==> config.mk <==
export PLATFORM = sky130hd
export DESIGN_NAME = ps2_receiver
export DESIGN_NICKNAME = d
export VERILOG_FILES = /design/src/rtl/ps2_receiver.sv
export SDC_FILE = /design/constraint.sdc
export NUM_CORES = 1
export LEC_CHECK = 0
export ABC_AREA = 1
export CAP_MARGIN = 0
export CELL_PAD_IN_SITES_DETAIL_PLACEMENT = 0
export CELL_PAD_IN_SITES_GLOBAL_PLACEMENT = 1
export CORE_MARGIN = 5
export CORE_UTILIZATION = 30
export DETAILED_ROUTE_END_ITERATION = 8
export PLACE_DENSITY = 0.53
export SLEW_MARGIN = 30
export SYNTH_ARGS = -nofsm -noshare
export SYNTH_HDL_FRONTEND = slang
export SYNTH_SLANG_ARGS = --single-unit
==> constraint.sdc <==
create_clock -name Clock -period 2.46 [get_ports Clock]
set_input_delay 0.369 -clock Clock [delete_from_list [all_inputs] [get_ports Clock]]
set_output_delay 0.369 -clock Clock [all_outputs]
set_load 0.02 [all_outputs]
==> src/rtl/ps2_receiver.sv <==
// PS/2 keyboard receiver: synchronises and de-glitches the raw PS/2 clock and
// data lines, deframes 11-bit frames (start, 8 data LSB first, odd parity,
// stop), tracks the 0xF0 break prefix and reports codes and frame errors.
module ps2_receiver #(
  parameter int unsigned FILTER_LEN = 8,
  parameter int unsigned TIMEOUT    = 5000
) (
  input  logic       Clock,
  input  logic       Reset,
  input  logic       iPS2_CLK,
  input  logic       iPS2_DATA,
  output logic [7:0] oScanCode,
  output logic       oValid,
  output logic       oBreak,
  output logic       oParityError,
  output logic       oFrameError
);

  localparam int unsigned FW = $clog2(FILTER_LEN + 1);
  localparam int unsigned TW = $clog2(TIMEOUT + 1);
  localparam logic [TW-1:0] TMAX = TW'(TIMEOUT);
  localparam logic [FW-1:0] FMAX = FW'(FILTER_LEN - 1);

  typedef enum logic [1:0] {StIdle, StData, StParity, StStop} state_t;

  // Channel 0 is the PS/2 clock, channel 1 is the PS/2 data.
  logic [1:0]    sync1_q, sync2_q, filt_q;
  logic [FW-1:0] fcnt_q [2];
  logic          clk_prev_q;
  logic          fall;

  state_t        state_q, state_d;
  logic [2:0]    bit_cnt_q, bit_cnt_d;
  logic [7:0]    shift_q, shift_d;
  logic          par_err_q, par_err_d;
  logic          brk_q, brk_d;
  logic [TW-1:0] tmo_q, tmo_d;
  logic          tmo_hit;
  logic [7:0]    scan_q, scan_d;
  logic          valid_q, valid_d;
  logic          brk_out_q, brk_out_d;
  logic          perr_q, perr_d;
  logic          ferr_q, ferr_d;

  // Input synchronisers and run-length filters; idle bus level is high.
  always_ff @(posedge Clock) begin
    if (Reset) begin
      sync1_q    <= 2'b11;
      sync2_q    <= 2'b11;
      filt_q     <= 2'b11;
      clk_prev_q <= 1'b1;
      for (int i = 0; i < 2; i++) fcnt_q[i] <= '0;
    end else begin
      sync1_q    <= {iPS2_DATA, iPS2_CLK};
      sync2_q    <= sync1_q;
      clk_prev_q <= filt_q[0];
      for (int i = 0; i < 2; i++) begin
        if (sync2_q[i] == filt_q[i]) begin
          fcnt_q[i] <= '0;
        end else if (fcnt_q[i] == FMAX) begin
          // FILTER_LEN consecutive differing samples: accept the new level.
          filt_q[i] <= sync2_q[i];
          fcnt_q[i] <= '0;
        end else begin
          fcnt_q[i] <= fcnt_q[i] + 1'b1;
        end
      end
    end
  end

  assign fall    = clk_prev_q & ~filt_q[0];
  assign tmo_hit = (state_q != StIdle) && (tmo_q == TMAX);

  // Frame state, shift register, break flag and registered output pulses.
  always_ff @(posedge Clock) begin
    if (Reset) begin
      state_q   <= StIdle;
      bit_cnt_q <= '0;
      shift_q   <= '0;
      par_err_q <= 1'b0;
      brk_q     <= 1'b0;
      tmo_q     <= '0;
      scan_q    <= '0;
      valid_q   <= 1'b0;
      brk_out_q <= 1'b0;
      perr_q    <= 1'b0;
      ferr_q    <= 1'b0;
    end else begin
      state_q   <= state_d;
      bit_cnt_q <= bit_cnt_d;
      shift_q   <= shift_d;
      par_err_q <= par_err_d;
      brk_q     <= brk_d;
      tmo_q     <= tmo_d;
      scan_q    <= scan_d;
      valid_q   <= valid_d;
      brk_out_q <= brk_out_d;
      perr_q    <= perr_d;
      ferr_q    <= ferr_d;
    end
  end

  // Next-state decode: a timeout aborts the frame ahead of any coincident edge.
  always_comb begin
    state_d   = state_q;
    bit_cnt_d = bit_cnt_q;
    shift_d   = shift_q;
    par_err_d = par_err_q;
    brk_d     = brk_q;
    scan_d    = scan_q;
    valid_d   = 1'b0;
    brk_out_d = 1'b0;
    perr_d    = 1'b0;
    ferr_d    = 1'b0;

    if (state_q == StIdle || fall) begin
      tmo_d = '0;
    end else if (tmo_q != TMAX) begin
      tmo_d = tmo_q + 1'b1;
    end else begin
      tmo_d = tmo_q;
    end

    if (tmo_hit) begin
      state_d = StIdle;
      ferr_d  = 1'b1;
    end else if (fall) begin
      unique case (state_q)
        StIdle: begin
          if (!filt_q[1]) begin
            state_d   = StData;
            bit_cnt_d = '0;
          end
        end
        StData: begin
          shift_d   = {filt_q[1], shift_q[7:1]};
          bit_cnt_d = bit_cnt_q + 1'b1;
          if (bit_cnt_q == 3'd7) state_d = StParity;
        end
        StParity: begin
          // Odd parity: data plus parity bit must XOR to one.
          par_err_d = ~(^shift_q ^ filt_q[1]);
          state_d   = StStop;
        end
        StStop: begin
          state_d = StIdle;
          if (!filt_q[1]) begin
            ferr_d = 1'b1;
          end else if (par_err_q) begin
            perr_d = 1'b1;
          end else if (shift_q == 8'hF0) begin
            brk_d = 1'b1;
          end else begin
            scan_d    = shift_q;
            valid_d   = 1'b1;
            brk_out_d = brk_q;
            brk_d     = 1'b0;
          end
        end
      endcase
    end
  end

  assign oScanCode    = scan_q;
  assign oValid       = valid_q;
  assign oBreak       = brk_out_q;
  assign oParityError = perr_q;
  assign oFrameError  = ferr_q;

endmodule

==> results by group, run 1 <==
Outcome
  – Status: finished clean

Final layout
  – Commonest non-fill, non-tap cell in the layout: nand2_1
  – Ant. Diodes: 0
  – Area Overhead vs Synth: 15.0%
  – Final design utilization: 35.5%
  – Commonest cells after routing, fill and taps aside: nand2_1, dfxtp_1, inv_1
  – Fin nets: 363
  – Share of cells above drive strength 1: 7.80%
  – Fillers: 901

Die
  – Core area: 8260 sq um
  – Rows: 33
  – Floorplan die width: 102 microns
  – Initial Utilization: 30.8%
  – Die ar.: 10400 sq um
  – Die H: 102 microns
  – # IOs: 16

Logic synthesis
  – Syn. warnings: 0
  – EDFF count, synth: 8
  – Synth Register Bits: 55
  – Netlist cell types: 37
  – Sequential-to-total area share from yosys stat: 46.4%
  – Post-Syn Area per Cell: 7.96 sq um
  – Synth Instances: 320
  – Post-synthesis cell area: 2550 sq um
  – Synth Flop Type: dfxtp_1
  – Async S/R FF share, synth: 0%

Route
  – Final ANT Viol Nets: 0
  – Routed WL per cell: 11.1 microns
  – Via count: 1990
  – Final wirelength: 4980 microns
  – Post-route DRC violation count: 0
  – DR pass1 iterations: 4
  – DRT iter0 DRCs: 73
  – Vias/cell: 4.41

Setup path
  – Crit path DAT: 2.02 ns
  – Classification of the worst setup path: flip-flop to flip-flop
  – Worst path required time: 2.68 ns
  – Worst Setup Start Kind: flip-flop
  – Crit end category: flip-flop
  – Worst-path fanout max: 6

STA
  – Final setup TNS: 0 ns
  – RSZ-0062 raised after global routing: false
  – Worst hold margin: 0.421 ns
  – Peak Freq: 555 MHz
  – Slew at the pin closest to its max-slew limit: 0.722 ns
  – Max-slew violation count: 0
  – Final period util: 73.2%
  – Post-route minimum period: 1.80 ns
  – Final hold vios: 0
  – Clk_skew: 0.0210 ns
  – Slew Limit Headroom: 51.5%
  – Setup-failing EPs final: 0

Job
  – Maxcap violations: 0

Power and ir drop
  – Pwr dens: 509 nW/um^2
  – Leak: 0.00118 uW
  – Peak VDD IR: 0.206 mV

CTS
  – Clock root cell: clkbuf_8
  – Cts-stage hold buffer count: 0
  – Clock-pin slew on the worst setup and hold paths: 0.11 ns
  – Clock latency on the worst-skew pair: 0.32 ns
  – # clock sinks: 55
  – Number of H-tree levels: 2
  – Num CTS Buffers: 5
  – Post-cts resize count: 0
  – Clk buf depth: 2
  – CTS tree: built
  – Post CTS Setup Buffer Count: 0

Global routing
  – First-pass GRT wire length: 8580 microns
  – GRT Total Usage: 10.3%
  – GR Overflow Total: 0
  – Number of global-route vias before repair: 1834
  – Pin count of the biggest net entering global routing: 18
  – Initial antenna violation count: 0

Placement
  – RD Place Congestion: 0.672
  – Port Buffers: 15
  – HPWL Detailed: 3600 microns

Hold path
  – HP Class: flip-flop to flip-flop
-- logic make-up (layout without fill, tap and decap cells) --
group / after synthesis / count (layout) / synth area share (%)
compound gates: 46 / 46 / 9.73
other cells: 1 / 8 / 0.147
xor+xnor: 2 / 2 / 0.688
buf+inv: 48 / 67 / 7.47
simple gates: 154 / 154 / 28.7
flops: 55 / 55 / 46.4
fa+ha+maj: 14 / 14 / 6.88
-- worst max-delay path: stages (launching register included) --
cell,delay [ns]
dfxtp_1,0.40
ha_1,0.19
nand3_1,0.12
nor3_1,0.58
nand2_1,0.17
o21ai_0,0.20
a21oi_1,0.05
-- report_power, final --
part | internal [uW] | switching [uW] | total (uW)
registers | 921 | 6.42 | 927
logic | 15.9 | 22.7 | 38.6
clock network | 207 | 318 | 525
total | 1140 | 347 | 1490
-- worst paths after layout --
check	startpoint	endpoint	slack, ns	cells past startpoint
min reg2reg	sync1_q[1]	sync2_q[1]	0.42	1
max reg2reg	tmo_q[0]	tmo_q[10]	0.66	6
max	tmo_q[0]	tmo_q[10]	0.66	6
min	sync1_q[1]	sync2_q[1]	0.42	1
-- cells in the mapped netlist (2+ instances only) --
| library cell | instances | area (sq um) |
|---|---|---|
| nand2_1 | 72 | 270 |
| dfxtp_1 | 47 | 941 |
| inv_1 | 39 | 146 |
| nor2_1 | 33 | 124 |
| a21oi_1 | 24 | 120 |
| nand3_1 | 21 | 105 |
| ha_1 | 14 | 175 |
| o21ai_0 | 13 | 65.1 |
| edfxtp_1 | 8 | 240 |
| nand4_1 | 7 | 43.8 |
| clkbuf_1 | 4 | 15.0 |
| or2_2 | 4 | 25.0 |
| o21ai_1 | 3 | 15.0 |
| buf_2 | 2 | 10.0 |
| nand3_2 | 2 | 20.0 |
| nor2_2 | 2 | 12.5 |
| nor3_1 | 2 | 10.0 |
| nor3b_1 | 2 | 15.0 |
| o211ai_1 | 2 | 15.0 |
| xor2_1 | 2 | 17.5 |
-- through the flow --
stage               total power (uW)  setup WS [ns]  cells  cell area [sq um]
floorplan                        972           1.03    327               2570
global placement                 987          0.496    443               2840
detailed placement               987          0.479    443               2840
CTS                             1510          0.676    451               2930
global route                    1550          0.395    451               2930
finish                          1490          0.659    451               2930
-- routing by layer --
layer  share of wire (%)  track usage (%)  vias to the layer above  wire length, microns
met5                   0                0                        -                     0
met2                  40             15.6                       24                  1980
met1                  55             14.5                      882                  2770
li1                    -                -                     1079                     -
met3                 3.8             2.32                        5                   190
met4                 1.0             3.33                        0                    51
-- layout make-up --
type	count	area [sq um]	area share [%]
multi-input cells	224	1200	41.1
clock inverters	2	15.0	0.513
clock buffers	6	72.6	2.48
inverters	41	154	5.25
flip-flops and latches	55	1180	40.3
repair buffers	18	173	5.89
well taps	105	131	4.49
-- flip-flops by register name, summed over array words and instances, names as in the netlist --
name          cells
oBreak            1
bit_cnt_q         3
oParityError      1
oValid            1
brk_q             1
filt_q            2
par_err_q         1
fcnt_q            8
oScanCode         8
tmo_q            13
clk_prev_q        1
shift_q           8
state_q           2
sync1_q           2
sync2_q           2
oFrameError       1
Power figures use the tool's default switching activity.
==> inputs of run 2 (changes only) <==
--- a/config.mk
+++ b/config.mk
@@ -12,7 +12,7 @@
 export CORE_MARGIN = 5
 export CORE_UTILIZATION = 30
 export DETAILED_ROUTE_END_ITERATION = 8
-export PLACE_DENSITY = 0.53
+export PLACE_DENSITY = 0.56
 export SLEW_MARGIN = 30
 export SYNTH_ARGS = -nofsm -noshare
 export SYNTH_HDL_FRONTEND = slang
==> constraint.sdc (replaced) <==
create_clock -name Clock -period 1.5 [get_ports Clock]
set_input_delay 0.225 -clock Clock [delete_from_list [all_inputs] [get_ports Clock]]
set_output_delay 0.225 -clock Clock [all_outputs]
set_load 0.02 [all_outputs]
==> run 2 against run 1 <==
Sequential power rose by 64%. Largest power group unchanged. Highest routed layer unchanged. First-iteration DRC count fell by 1.4%. Clock-buffer cell count did not move. Critical path type unchanged. Sequential cell count did not move. Die area did not move. Clock power rose by 59%. Final area rose by 14%.
==> results by group, run 2 (synthesized netlist as in run 1, its figures left out) <==
CTS
  – Num CTS Buffers: 5
  – Number of H-tree levels: 2
  – Clock latency on the worst-skew pair: 0.31 ns
  – Cts-stage hold buffer count: 0
  – Clock root cell: clkbuf_8
  – Clock-pin slew on the worst setup and hold paths: 0.11 ns
  – # clock sinks: 55
  – CTS tree: built
  – Clk buf depth: 2

Power and ir drop
  – P_sw: 557 uW
  – Pint: 1870 uW
  – Pwr dens: 725 nW/um^2
  – Sequential power share: 62.5%
  – Final Power: 2430 uW
  – Sw Share: 22.9%
  – Leak: 0.00145 uW
  – Peak VDD IR: 0.359 mV
  – Comb pwr share: 3.2%
  – Clock power frac: 34.3%

Final layout
  – Finished Layout Cells: 481
  – Commonest cells after routing, fill and taps aside: nand2_1, dfxtp_1, inv_1
  – Commonest non-fill, non-tap cell in the layout: nand2_1
  – Multi-input logic area: 1390 sq um
  – Area Overhead vs Synth: 31.6%
  – Share of cells above drive strength 1: 23.9%
  – Largest Register: tmo_q
  – Largest register FFs: 13
  – Fillers: 877
  – Fin nets: 393
  – Ant. Diodes: 0
  – Register Area: 1190 sq um

Placement
  – Placed cell count: 468
  – RD Place Congestion: 0.728
  – Port Buffers: 15
  – HPWL Detailed: 3860 microns

Route
  – Final wirelength: 5450 microns
  – Vias/cell: 4.42
  – Routed WL per cell: 11.3 microns
  – DR pass1 iterations: 4
  – DRT iter0 DRCs: 72
  – Via count: 2124
  – Final ANT Viol Nets: 0
  – Post-route DRC violation count: 0

Global routing
  – GR Overflow Total: 0
  – First-pass GRT wire length: 8690 microns
  – Initial antenna violation count: 0
  – GRT Total Usage: 10.3%
  – Number of global-route vias before repair: 1866
  – Pin count of the biggest net entering global routing: 17

STA
  – RSZ-0062 raised after global routing: true
  – Final period util: 97.0%
  – Final hold vios: 0
  – Max-slew violation count: 0
  – Setup-failing EPs final: 0
  – Post-route minimum period: 1.46 ns
  – Clk_skew: 0.0115 ns
  – Peak Freq: 687 MHz
  – Final setup TNS: 0 ns

Die
  – # IOs: 16
  – Floorplan die width: 102 microns
  – Rows: 33
  – Initial Utilization: 30.8%
  – Die ar.: 10400 sq um
  – Die H: 102 microns
  – Core area: 8260 sq um

Setup path
  – Classification of the worst setup path: flip-flop to flip-flop
  – Crit end category: flip-flop
  – Worst path required time: 1.72 ns
  – Worst-path fanout max: 7
  – Worst Setup Start Kind: flip-flop
  – Crit path DAT: 1.68 ns

Outcome
  – Status: finished clean

Job
  – Maxcap violations: 0

Hold path
  – HP Class: flip-flop to flip-flop
[run 2: changes by cell type in the layout (fill, tap and decap cells not counted), moves of 7 or more]
| cell | delta |
|---|---|
| buf_4 | +24 |
| clkdlybuf4s50_1 | -11 |
| dfxtp_1 | -11 |
| dfxtp_2 | +11 |
| ha_1 | -7 |
| nand2_1 | -7 |
| nand2_2 | +7 |
[run 2: cell type report]
| type | instances | area share [%] |
|---|---|---|
| tap | 105 | 3.92 |
| clock inverter | 2 | 0.336 |
| timing repair buffer | 45 | 11.9 |
| sequential | 55 | 35.6 |
| multi-input combinational | 227 | 41.4 |
| inverter | 41 | 4.59 |
| clock buffer | 6 | 2.16 |
[run 2: worst paths after layout]
path | start | end | slack, ns | depth (start not counted)
worst min-delay path | sync1_q[0] | sync2_q[0] | 0.42 | 1
worst min register to register | sync1_q[0] | sync2_q[0] | 0.42 | 1
worst max-delay path | tmo_q[0] | oScanCode[3] | 0.04 | 11
worst max register to register | tmo_q[0] | oScanCode[3] | 0.04 | 11
[run 2: power by group through the flow]
stage               clock [uW]  combinational (uW)  sequential, uW
finish                     835                76.6            1520
global route               928                86.1            1520
CTS                        868                76.8            1520
detailed placement           0                76.5            1550
global placement             0                76.7            1550
floorplan                    0                41.7            1550
[run 2: per-stage QoR]
step | util [%] | instance area [sq um] | worst slack [ns] | hold slack (ns)
3_3_place_gp | 36.8 | 3040 | -0.115 | 0.400
5_1_grt | 40.6 | 3350 | -0.0692 | 0.448
4_1_cts | 37.8 | 3130 | 0.00599 | 0.423
3_5_place_dp | 36.8 | 3040 | -0.107 | 0.399
2_1_floorplan | - | 2570 | 0.0726 | 0.329
6_report | 40.6 | 3350 | 0.0443 | 0.418
[run 2: worst max-delay path, stage by stage (launching register included)]
cell and delay, ns:
dfxtp_2 0.34, inv_2 0.06, ha_4 0.12, nand2_2 0.05, inv_2 0.05, nand2_2 0.05
nor2_4 0.15, nand3_4 0.19, nand3_4 0.18, nor2_4 0.07, nand2_1 0.07, nand2_1 0.05
[run 2: repair_timing]
item	in CTS	in global routing
pin swaps	0	13
setup endpoints to repair	14	38
buffers inserted	0	2
gates cloned	0	3
resized for setup	7	52
[run 2: per-layer routing]
metal | wire (microns) | global-route usage [%]
met1 | 2970 | 15.8
met2 | 2250 | 14.3
met3 | 184 | 2.53
met4 | 40 | 2.72
met5 | 0 | 0
==> inputs of run 3 (changes only) <==
==> constraint.sdc (replaced) <==
create_clock -name Clock -period 1.2 [get_ports Clock]
set_input_delay 0.18 -clock Clock [delete_from_list [all_inputs] [get_ports Clock]]
set_output_delay 0.18 -clock Clock [all_outputs]
set_load 0.02 [all_outputs]
==> run 3 against run 2 <==
Total power is 33% higher. Maximum frequency is 3.0% higher. Setup slack got worse by 0.26 ns. Clock skew shrank 0.0036 ns. The flow now finishes with violations (setup timing). Sequential power rose by 25%. First-iteration DRC count decreased by 49%.
==> results by group, run 3 (synthesized netlist as in run 1, its figures left out) <==
Final layout
  – Fin nets: 431
  – Largest Register: tmo_q
  – Largest register FFs: 13
  – Fillers: 844
  – Register Area: 1200 sq um
  – Area Overhead vs Synth: 53.8%
  – Multi-input logic area: 1600 sq um
  – Ant. Diodes: 0
  – Commonest cells after routing, fill and taps aside: buf_4, nand2_1, dfxtp_1
  – Share of cells above drive strength 1: 43.0%
  – Commonest non-fill, non-tap cell in the layout: buf_4
  – Finished Layout Cells: 519

Placement
  – HPWL Detailed: 3980 microns
  – Placed cell count: 501
  – Port Buffers: 15
  – RD Place Congestion: 0.734

Global routing
  – Number of global-route vias before repair: 2218
  – Pin count of the biggest net entering global routing: 17
  – Initial antenna violation count: 0
  – GR Overflow Total: 0
  – First-pass GRT wire length: 9850 microns
  – GRT Total Usage: 11.8%

Die
  – Floorplan die width: 102 microns
  – Initial Utilization: 30.8%
  – Die ar.: 10400 sq um
  – # IOs: 16
  – Die H: 102 microns
  – Core area: 8260 sq um
  – Rows: 33

Outcome
  – Violated checks: setup timing
  – Status: finished with violations

Route
  – Routed WL per cell: 10.9 microns
  – Final wirelength: 5640 microns
  – Via count: 2274
  – DR pass1 iterations: 4
  – Vias/cell: 4.38
  – Final ANT Viol Nets: 0
  – DRT iter0 DRCs: 37
  – Post-route DRC violation count: 0

CTS
  – Number of H-tree levels: 2
  – Cts-stage hold buffer count: 0
  – Num CTS Buffers: 5
  – Clk buf depth: 2
  – Clock latency on the worst-skew pair: 0.31 ns
  – Clock root cell: clkbuf_8
  – Clock-pin slew on the worst setup and hold paths: 0.10 ns
  – # clock sinks: 55
  – CTS tree: built

STA
  – RSZ-0062 raised after global routing: true
  – Max-slew violation count: 0
  – Setup-failing EPs final: 43
  – Final period util: 118%
  – Clk_skew: 0.00792 ns
  – Final hold vios: 0
  – Peak Freq: 708 MHz
  – Setup ws final: -0.213 ns
  – Post-route minimum period: 1.41 ns

Setup path
  – Worst Setup SP: tmo_q[1]
  – Worst-path fanout max: 6
  – Worst Setup Start Kind: flip-flop
  – Classification of the worst setup path: flip-flop to flip-flop
  – R2r worst-path depth: 11
  – Internal reg-to-reg setup slack: -0.21 ns
  – Crit path DAT: 1.62 ns
  – Reg2reg end: bit_cnt_q[0]
  – RR Startpoint: tmo_q[1]
  – Crit end category: flip-flop
  – Worst path required time: 1.41 ns

Job
  – Maxcap violations: 0

Hold path
  – HP Start: sync1_q[0]
  – Hold depth: 1
  – HP Class: flip-flop to flip-flop
  – WHS Endpoint: sync2_q[0]

Power and ir drop
  – Sw Share: 20.9%
  – Final Power: 3230 uW
  – Comb pwr share: 3.7%
  – P_sw: 677 uW
  – Leak: 0.00161 uW
  – Sequential power share: 58.7%
  – Peak VDD IR: 0.575 mV
  – Clock power frac: 37.6%
  – Pint: 2560 uW
  – Pwr dens: 825 nW/um^2
run 3: changes by cell type in the layout (fill, tap and decap cells not counted), sizes merged:
cell / change
clkdlybuf4s15: +4
bufinv: +1
dlymetal6s2s: -5
clkbuf: -1
inv: -1
dlygate4sd2: +2
buf: +38
clkdlybuf4s50: -1
clkinv: +1
run 3: layout make-up:
| cell class | count | share of cell area (%) |
|---|---|---|
| flip-flops and latches | 55 | 30.5 |
| clock inverters | 3 | 0.990 |
| well taps | 105 | 3.35 |
| inverters | 41 | 4.06 |
| multi-input cells | 227 | 40.9 |
| clock buffers | 5 | 1.76 |
| repair buffers | 83 | 18.4 |
run 3: worst max-delay path by stage:
stage / end / cells after the start
2_1_floorplan: shift_q[3] / 12
3_3_place_gp: oScanCode[1] / 7
3_5_place_dp: oScanCode[7] / 7
4_1_cts: oScanCode[7] / 11
5_1_grt: oScanCode[5] / 10
6_report: bit_cnt_q[0] / 11
run 3: layer usage:
layer,track usage [%],vias up,part of all wire (%)
li1,-,1226,-
met1,15.4,1028,49
met2,19.6,14,47
met3,2.46,6,2.6
met4,3.94,0,1.4
met5,0,-,0
run 3: repair_timing:
action	4_1_cts	5_1_grt
endpoints found under the setup margin	58	50
buffers inserted	3	3
cloned	4	0
gates resized for setup	81	49
pin swaps	19	16
run 3: critical path, stage by stage, from the launching register on:
cell and delay [ns]:
dfxtp_2 0.33, inv_2 0.06, ha_4 0.12, nand2_2 0.04, inv_2 0.05, nand2_2 0.05, nor2_4 0.12, buf_4 0.14
nand3_4 0.11, buf_4 0.17, nand3_1 0.05, a21oi_1 0.06
run 3: metrics by stage:
step	hold WS (ns)	instance area, sq um	utilization, %	setup TNS, ns	worst slack, ns
after global placement	0.393	3330	40.3	-11.79	-0.332
after global routing	0.412	3920	47.4	-10.88	-0.335
final	0.423	3920	47.4	-6.20	-0.213
after detailed placement	0.402	3330	40.3	-12.42	-0.349
after CTS	0.419	3740	45.2	-7.13	-0.228
after floorplan	0.284	2620	-	-1.98	-0.126
run 3: power groups by stage:
| stage | Combinational [uW] | Sequential, uW | Clock [uW] |
|---|---|---|---|
| 2_1_floorplan | 52.2 | 1940 | 0 |
| 3_3_place_gp | 105 | 1940 | 0 |
| 3_5_place_dp | 105 | 1940 | 0 |
| 4_1_cts | 112 | 1900 | 1280 |
| 5_1_grt | 137 | 1900 | 1340 |
| 6_report | 120 | 1900 | 1210 |
